--- src/rtl/traffic_phase_scheduler_pkg.sv ---
// ----------------------------------------------------------------------------
// traffic_pkg
//   Shared types and constants for the intersection phase scheduler.
//   phase_e : phase encoding, also driven on the debug/display phase port.
//   LT_*    : one-hot light patterns, bit order {G,Y,R}, active-high.
//   next_day_phase : fixed day-cycle ring
//                    MAIN_G -> MAIN_Y -> RED1 -> SIDE_G -> SIDE_Y -> RED2.
// ----------------------------------------------------------------------------
package traffic_pkg;

    typedef enum logic [2:0] {
        MAIN_G = 3'd0,
        MAIN_Y = 3'd1,
        RED1   = 3'd2,
        SIDE_G = 3'd3,
        SIDE_Y = 3'd4,
        RED2   = 3'd5,
        NIGHT  = 3'd6
    } phase_e;

    localparam logic [2:0] LT_R   = 3'b001;
    localparam logic [2:0] LT_Y   = 3'b010;
    localparam logic [2:0] LT_G   = 3'b100;
    localparam logic [2:0] LT_OFF = 3'b000;

    // Successor in the day cycle. NIGHT and illegal codes fall back to RED2
    // so that any odd state re-enters the cycle through a clearance interval.
    function automatic phase_e next_day_phase(input phase_e p);
        phase_e n;
        case (p)
            MAIN_G:  n = MAIN_Y;
            MAIN_Y:  n = RED1;
            RED1:    n = SIDE_G;
            SIDE_G:  n = SIDE_Y;
            SIDE_Y:  n = RED2;
            RED2:    n = MAIN_G;
            default: n = RED2;
        endcase
        return n;
    endfunction

endpackage

--- src/rtl/traffic_phase_scheduler_bin2bcd.sv ---
// ----------------------------------------------------------------------------
// bin2bcd_99
//   Combinational binary-to-BCD converter for the range 0..99.
//   Inputs above 99 saturate to 99 so the display never shows a non-BCD digit.
// Ports
//   bin   in  7  binary value
//   tens  out 4  BCD tens digit
//   ones  out 4  BCD ones digit
// ----------------------------------------------------------------------------
module bin2bcd_99 (
    input  logic [6:0] bin,
    output logic [3:0] tens,
    output logic [3:0] ones
);

    logic [6:0] val;
    logic [3:0] t;

    // Tens digit is found by comparing against 10..90; the remainder is the
    // ones digit. No divider is needed for such a small range.
    always_comb begin
        val = (bin > 7'd99) ? 7'd99 : bin;
        t   = 4'd0;
        for (int i = 1; i <= 9; i++) begin
            if (val >= 7'(10 * i)) begin
                t = 4'(i);
            end
        end
        tens = t;
        ones = 4'(val - 7'(10 * t));
    end

endmodule

--- src/rtl/traffic_phase_scheduler.sv ---
// ----------------------------------------------------------------------------
// traffic_phase_scheduler
//   Phase sequencer for a two-road (main/side) intersection with pedestrian
//   request shortening of main green and a night flashing-yellow mode.
//   All timing advances only on clk edges where tick_1hz is high.
//
// Handshake/timing contract: ped_req is a 1-cycle pulse accepted on any clk;
//   night_mode is a level sampled only at the end of RED2 (entry) and at
//   NIGHT ticks (exit). Lights and BCD digits are registered from the phase
//   state, so they follow a state change by exactly one clk.
//
// Ports
//   clk          in   1  system clock
//   rst          in   1  asynchronous reset, active-high
//   tick_1hz     in   1  one-cycle time-base strobe
//   ped_req      in   1  pedestrian request pulse
//   night_mode   in   1  request flashing-yellow operation
//   main_light   out  3  one-hot {G,Y,R}, registered
//   side_light   out  3  one-hot {G,Y,R}, registered
//   remain_tens  out  4  BCD tens of remaining ticks, registered
//   remain_ones  out  4  BCD ones of remaining ticks, registered
//   ped_pending  out  1  latched pedestrian request
//   phase        out  3  current phase (debug/display)
// ----------------------------------------------------------------------------
module traffic_phase_scheduler
    import traffic_pkg::*;
#(
    parameter int unsigned T_MAIN_G  = 25,
    parameter int unsigned T_SIDE_G  = 20,
    parameter int unsigned T_YEL     = 3,
    parameter int unsigned T_ALL_RED = 2,
    parameter int unsigned T_MIN_G   = 10,
    parameter int unsigned CW        = 7
) (
    input  logic       clk,
    input  logic       rst,
    input  logic       tick_1hz,
    input  logic       ped_req,
    input  logic       night_mode,
    output logic [2:0] main_light,
    output logic [2:0] side_light,
    output logic [3:0] remain_tens,
    output logic [3:0] remain_ones,
    output logic       ped_pending,
    output phase_e     phase
);

    // ------------------------------------------------------------------
    // Parameter sanity: durations must fit the two-digit display, be
    // non-zero, and the minimum green must not exceed the full green.
    // ------------------------------------------------------------------
    if (T_MAIN_G > 99 || T_SIDE_G > 99 || T_YEL > 99 || T_ALL_RED > 99 || T_MIN_G > 99) begin : g_bad_range
        $error("traffic_phase_scheduler: all durations must be <= 99");
    end
    if (T_MAIN_G == 0 || T_SIDE_G == 0 || T_YEL == 0 || T_ALL_RED == 0) begin : g_bad_zero
        $error("traffic_phase_scheduler: phase durations must be >= 1");
    end
    if (T_MIN_G > T_MAIN_G) begin : g_bad_min
        $error("traffic_phase_scheduler: T_MIN_G must be <= T_MAIN_G");
    end
    if (CW < 7) begin : g_bad_cw
        $error("traffic_phase_scheduler: CW must be >= 7 to hold 99");
    end

    localparam logic [CW-1:0] D_MAIN_G  = CW'(T_MAIN_G);
    localparam logic [CW-1:0] D_SIDE_G  = CW'(T_SIDE_G);
    localparam logic [CW-1:0] D_YEL     = CW'(T_YEL);
    localparam logic [CW-1:0] D_ALL_RED = CW'(T_ALL_RED);
    localparam logic [CW-1:0] D_MIN_G   = CW'(T_MIN_G);
    localparam logic [CW-1:0] D_ONE     = CW'(1);

    localparam logic [3:0] RST_TENS = 4'(T_ALL_RED / 10);
    localparam logic [3:0] RST_ONES = 4'(T_ALL_RED % 10);

    // Reload value on entry to a phase. NIGHT has no countdown.
    function automatic logic [CW-1:0] dur_of(input phase_e p);
        logic [CW-1:0] d;
        case (p)
            MAIN_G:         d = D_MAIN_G;
            MAIN_Y, SIDE_Y: d = D_YEL;
            SIDE_G:         d = D_SIDE_G;
            NIGHT:          d = '0;
            default:        d = D_ALL_RED;
        endcase
        return d;
    endfunction

    // ------------------------------------------------------------------
    // Phase state
    // ------------------------------------------------------------------
    phase_e        phase_q;
    logic [CW-1:0] remain_q;
    logic          blink_q;
    logic          ped_q;

    logic [CW-1:0] elapsed;
    logic          phase_end;
    logic          ped_cut;
    logic          enter_side_g;

    logic [2:0]    main_lt;
    logic [2:0]    side_lt;
    logic [3:0]    bcd_tens;
    logic [3:0]    bcd_ones;

    // remain counts D..1, so the last tick of a phase sees remain==1.
    // "<=" also catches a stray zero so a day phase can never wrap to max.
    assign phase_end    = (remain_q <= D_ONE);

    // Ticks already spent in MAIN_G including the current one. remain never
    // exceeds D_MAIN_G while in MAIN_G, so this cannot underflow.
    assign elapsed      = D_MAIN_G - remain_q + D_ONE;
    assign ped_cut      = ped_q && (elapsed >= D_MIN_G);

    assign enter_side_g = tick_1hz && (phase_q == RED1) && phase_end;

    assign ped_pending  = ped_q;
    assign phase        = phase_q;

    // ------------------------------------------------------------------
    // Light decode from current state; registered below.
    // ------------------------------------------------------------------
    always_comb begin
        main_lt = LT_R;
        side_lt = LT_R;
        case (phase_q)
            MAIN_G: main_lt = LT_G;
            MAIN_Y: main_lt = LT_Y;
            SIDE_G: side_lt = LT_G;
            SIDE_Y: side_lt = LT_Y;
            NIGHT: begin
                main_lt = blink_q ? LT_Y : LT_OFF;
                side_lt = blink_q ? LT_Y : LT_OFF;
            end
            default: begin
                main_lt = LT_R;
                side_lt = LT_R;
            end
        endcase
    end

    bin2bcd_99 u_bcd (
        .bin  (remain_q[6:0]),
        .tens (bcd_tens),
        .ones (bcd_ones)
    );

    // ------------------------------------------------------------------
    // Phase FSM with registered outputs
    // ------------------------------------------------------------------
    always_ff @(posedge clk or posedge rst) begin
        if (rst) begin
            phase_q     <= RED2;
            remain_q    <= D_ALL_RED;
            blink_q     <= 1'b0;
            ped_q       <= 1'b0;
            main_light  <= LT_R;
            side_light  <= LT_R;
            remain_tens <= RST_TENS;
            remain_ones <= RST_ONES;
        end else begin
            main_light  <= main_lt;
            side_light  <= side_lt;
            remain_tens <= bcd_tens;
            remain_ones <= bcd_ones;

            // A new request wins over the clear so a request arriving on the
            // very tick that starts SIDE_G is kept for the next main green.
            if (ped_req) begin
                ped_q <= 1'b1;
            end else if (enter_side_g) begin
                ped_q <= 1'b0;
            end

            case (phase_q)
                MAIN_G: begin
                    if (tick_1hz) begin
                        if (ped_cut || phase_end) begin
                            phase_q  <= MAIN_Y;
                            remain_q <= D_YEL;
                        end else begin
                            remain_q <= remain_q - D_ONE;
                        end
                    end
                end

                MAIN_Y, RED1, SIDE_G, SIDE_Y: begin
                    if (tick_1hz) begin
                        if (phase_end) begin
                            phase_q  <= next_day_phase(phase_q);
                            remain_q <= dur_of(next_day_phase(phase_q));
                        end else begin
                            remain_q <= remain_q - D_ONE;
                        end
                    end
                end

                // End of RED2 is the only point where night mode is entered,
                // so a green or yellow is never cut short by night_mode.
                RED2: begin
                    if (tick_1hz) begin
                        if (phase_end) begin
                            if (night_mode) begin
                                phase_q  <= NIGHT;
                                remain_q <= '0;
                                blink_q  <= ~blink_q;
                            end else begin
                                phase_q  <= MAIN_G;
                                remain_q <= D_MAIN_G;
                            end
                        end else begin
                            remain_q <= remain_q - D_ONE;
                        end
                    end
                end

                // Leaving night always goes through a full all-red interval.
                NIGHT: begin
                    if (tick_1hz) begin
                        if (night_mode) begin
                            blink_q <= ~blink_q;
                        end else begin
                            phase_q  <= RED2;
                            remain_q <= D_ALL_RED;
                            blink_q  <= 1'b0;
                        end
                    end
                end

                default: begin
                    phase_q  <= RED2;
                    remain_q <= D_ALL_RED;
                    blink_q  <= 1'b0;
                end
            endcase
        end
    end

endmodule

--- config.mk ---
export PLATFORM = sky130hd
export DESIGN_NAME = traffic_phase_scheduler
export DESIGN_NICKNAME = d
export VERILOG_FILES = /design/src/rtl/traffic_phase_scheduler_pkg.sv /design/src/rtl/traffic_phase_scheduler_bin2bcd.sv /design/src/rtl/traffic_phase_scheduler.sv
export SDC_FILE = /design/constraint.sdc
export NUM_CORES = 1
export LEC_CHECK = 0
export ABC_AREA = 1
export BUFFER_PORTS_ARGS = -buffer_cell sky130_fd_sc_hd__buf_2
export CORE_ASPECT_RATIO = 0.6
export CORE_MARGIN = 4
export CORE_UTILIZATION = 36
export DETAILED_ROUTE_END_ITERATION = 16
export PLACE_DENSITY = 0.61
export SLEW_MARGIN = 30
export SYNTH_ARGS = -nofsm -noshare
export SYNTH_HDL_FRONTEND = slang
export SYNTH_HIERARCHICAL = 1
export SYNTH_SLANG_ARGS = --single-unit
--- constraint.sdc ---
create_clock -name clk -period 6.1 [get_ports clk]
set_input_delay 0.305 -clock clk [delete_from_list [all_inputs] [get_ports clk]]
set_output_delay 0.305 -clock clk [all_outputs]
set_load 0.01 [all_outputs]
==> summary.txt <==
Run status
  – Status: completed

Drt
  – DRT iter0 DRCs: 120
  – DRT antenna net count: 0
  – Routed len/inst: 12.2 um
  – Final WL: 4380 um
  – Vias per cell: 4.84
  – DRC: 0
  – Via count: 1736
  – Drt first pass iters: 4

GRT
  – Initial antenna violation count: 0
  – Largest net degree at the start of global routing: 27
  – GRT Resource Usage Total: 0.143
  – Vias in the first global route: 1559
  – Gr ovfl total: 0
  – First-pass GRT wire length: 7650 um

Power
  – PD cells: 526 mW/mm^2
  – Reg power frac: 0.294
  – Switching part of the total: 0.497
  – Leakage power: 0.00118 uW
  – Pint: 573 uW
  – Sw power: 567 uW
  – Clock share of power: 0.129
  – Comb pwr share: 0.577
  – Worst vdd ir: 0.000149 V

Setup path
  – CP arrival: 3010 ps
  – WP depth: 19
  – Worst-path cell chain: nand2_1, clkinv_1, nand2_2, nand2_2, nor2_2, nand2_1, nand2_2, o21ai_1, nand2_1, nand2_2, nand2_2, nand2_1, ha_1, fa_1, inv_1, xor2_1, nand3_1, nand2_1, inv_1
  – Crit path max fanout: 12
  – CP startpoint: remain_q[5]
  – Critical path buffer and inverter count: 3
  – Critical R2R Capture: remain_ones[3]
  – Reg2reg setup slack: 3270 ps
  – Startpoint Class: flop
  – Setup crit end kind: flop
  – Slowest stage cell, crit path: dfrtp_1
  – Kind of critical path: flop to flop
  – Worst R2R Start: remain_q[5]
  – Reg2reg path depth: 19
  – Top delay family on crit path: simple AND/OR/NAND/NOR gates
  – Crit path required time: 6280 ps
  – CP max stage delay: 540 ps

Synthesis
  – Post-synth top cells: nand2_1 (76), inv_1 (33), nor2_1 (22)
  – Synthesized Nets: 283
  – Sequential share of the synthesized area: 0.336
  – Top FF cell, synth: dfrtp_1
  – Syn Std Cell Area: 0.00196 mm^2
  – Synth Register Bits: 26
  – Avg Cell Area, Syn: 7.19 um^2
  – Number of synthesized flops with an enable pin: 0
  – Fraction of registers with async set/reset: 1.00
  – Cells after Synth: 272
  – Count leader, synth: nand2_1
  – Synth area leader: dfrtp_1
  – Top post-synthesis cells by area: dfrtp_1 (26%), nand2_1 (15%), dfstp_2 (8.1%), inv_1 (6.3%), nand3_1 (5.1%)
  – Yosys cell types: 37
  – Synth warn: 6
  – Synth top area share: 0.256

Clocking
  – Hold buffers post-CTS: 0
  – H-tree depth: 1
  – Clk sinks: 26
  – CTS Buf Count: 3
  – CTS tree: done
  – CTS Root Cell: clkbuf_8
  – Post_cts resized: 0
  – Setup Buffers After CTS: 0
  – Worst-Skew Late Latency: 280 ps
  – Clock Pin Slew Worst Setup and Hold Paths: 100 ps
  – Bufs on Longest Clock Path: 2

Layout
  – Final nets: 305
  – # diodes: 0
  – Share of cells above drive strength 1: 0.249
  – P&R area growth vs syn: 10.8%
  – Final non-filler cell total: 359

Place
  – Port Buffers: 22
  – Final Wtd Congestion: 0.866
  – Placed Instances: 355
  – Dpl hpwl: 3390 um

Floorplan
  – Die Area: 0.00672 mm^2
  – Die height: 65.1 um
  – Initial core utilization: 0.380
  – Area of the core: 0.00515 mm^2
  – Die W: 103 um
  – Io pins: 23
  – Rows: 20

Flow run
  – Max Cap Viol: 0

STA
  – Crit path time final: 2830 ps
  – Setup TNS: 0 ps
  – Pins Over Slew Limit: 0
  – Post-Route Skew: 10.7 ps
  – Fin crit share: 0.464
  – RSZ-0062 raised after global routing: no
  – Final setup viols: 0
  – Fmax: 353 MHz
  – Measured slew at the worst slew-check pin: 542 ps
  – Max_slew headroom: 0.638
  – Final hold vios: 0

Hold path
  – Min-delay worst type: input pin to async pin
-- layout by cell type, fill, tap and decap left out, types with 2 or more instances in the layout --
master / count
nor2_1: 22
clkbuf_8: 3
o211ai_1: 3
dfstp_2: 6
buf_2: 22
o21ai_1: 8
nand3_1: 20
nand4_1: 5
xnor2_1: 2
nor3_1: 4
nor2_2: 5
nand3_2: 4
xor2_1: 3
a21oi_1: 12
nand2_1: 76
dfrtp_1: 20
nand2_4: 3
inv_2: 9
ha_1: 5
inv_1: 32
nor2_4: 3
nand2_2: 10
-- through the flow --
stage | setup WS (ps) | hold WS (ps) | total power, uW | utilization | area (um^2)
5_1_grt | 2920 | 106 | 1260 | 0.421 | 2170
4_1_cts | 3290 | 84.3 | 1140 | 0.421 | 2170
3_3_place_gp | 3380 | 485 | 988 | 0.407 | 2100
2_1_floorplan | 3630 | 341 | 854 | - | 1960
6_report | 3270 | 55.5 | 1140 | 0.421 | 2170
3_5_place_dp | 3300 | 391 | 989 | 0.407 | 2100
-- routing by layer --
layer	wire length, um	GRT usage	vias to the layer above
met5	0	0	-
met2	1600	0.187	56
li1	-	-	899
met4	27	0.0242	0
met3	337	0.0276	2
met1	2410	0.237	779
-- how the worst max path moves through the flow --
stage | slack (ps) | endpoint
after floorplan | 3630 | remain_ones[3]
after global placement | 3380 | remain_ones[3]
after detailed placement | 3300 | remain_ones[3]
after CTS | 3290 | remain_ones[3]
after global routing | 2920 | remain_ones[3]
final | 3270 | remain_ones[3]
-- registers in the layout, summed over array words and instances, names as in the netlist --
name	count
blink_q	1
main_light	3
ped_pending	1
phase	3
remain_ones	4
remain_q	7
remain_tens	4
side_light	3
-- layout make-up --
type | count | area (um^2)
clock inverters | 1 | 30.0
well taps | 66 | 82.6
clock buffers | 3 | 41.3
inverters | 44 | 173
repair buffers | 22 | 110
fillers | 527 | 2990
multi-input cells | 197 | 1070
flip-flops and latches | 26 | 658
-- kinds of logic (layout without fill, tap and decap cells) --
group | count (synthesis) | count (layout) | share of synthesized area
fa+ha+maj | 6 | 6 | 0.0422
compound gates | 32 | 32 | 0.107
buf+inv | 49 | 70 | 0.115
xor+xnor | 5 | 5 | 0.0224
simple gates | 154 | 154 | 0.377
flops | 26 | 26 | 0.336
-- power groups by stage --
| stage | clock network [uW] | logic [uW] | registers, uW |
|---|---|---|---|
| 4_1_cts | 150 | 658 | 333 |
| 6_report | 147 | 658 | 335 |
| 3_5_place_dp | 0 | 653 | 336 |
| 2_1_floorplan | 0 | 530 | 323 |
| 3_3_place_gp | 0 | 652 | 337 |
| 5_1_grt | 158 | 755 | 347 |
No activity file was read; power rests on OpenSTA's default activity.
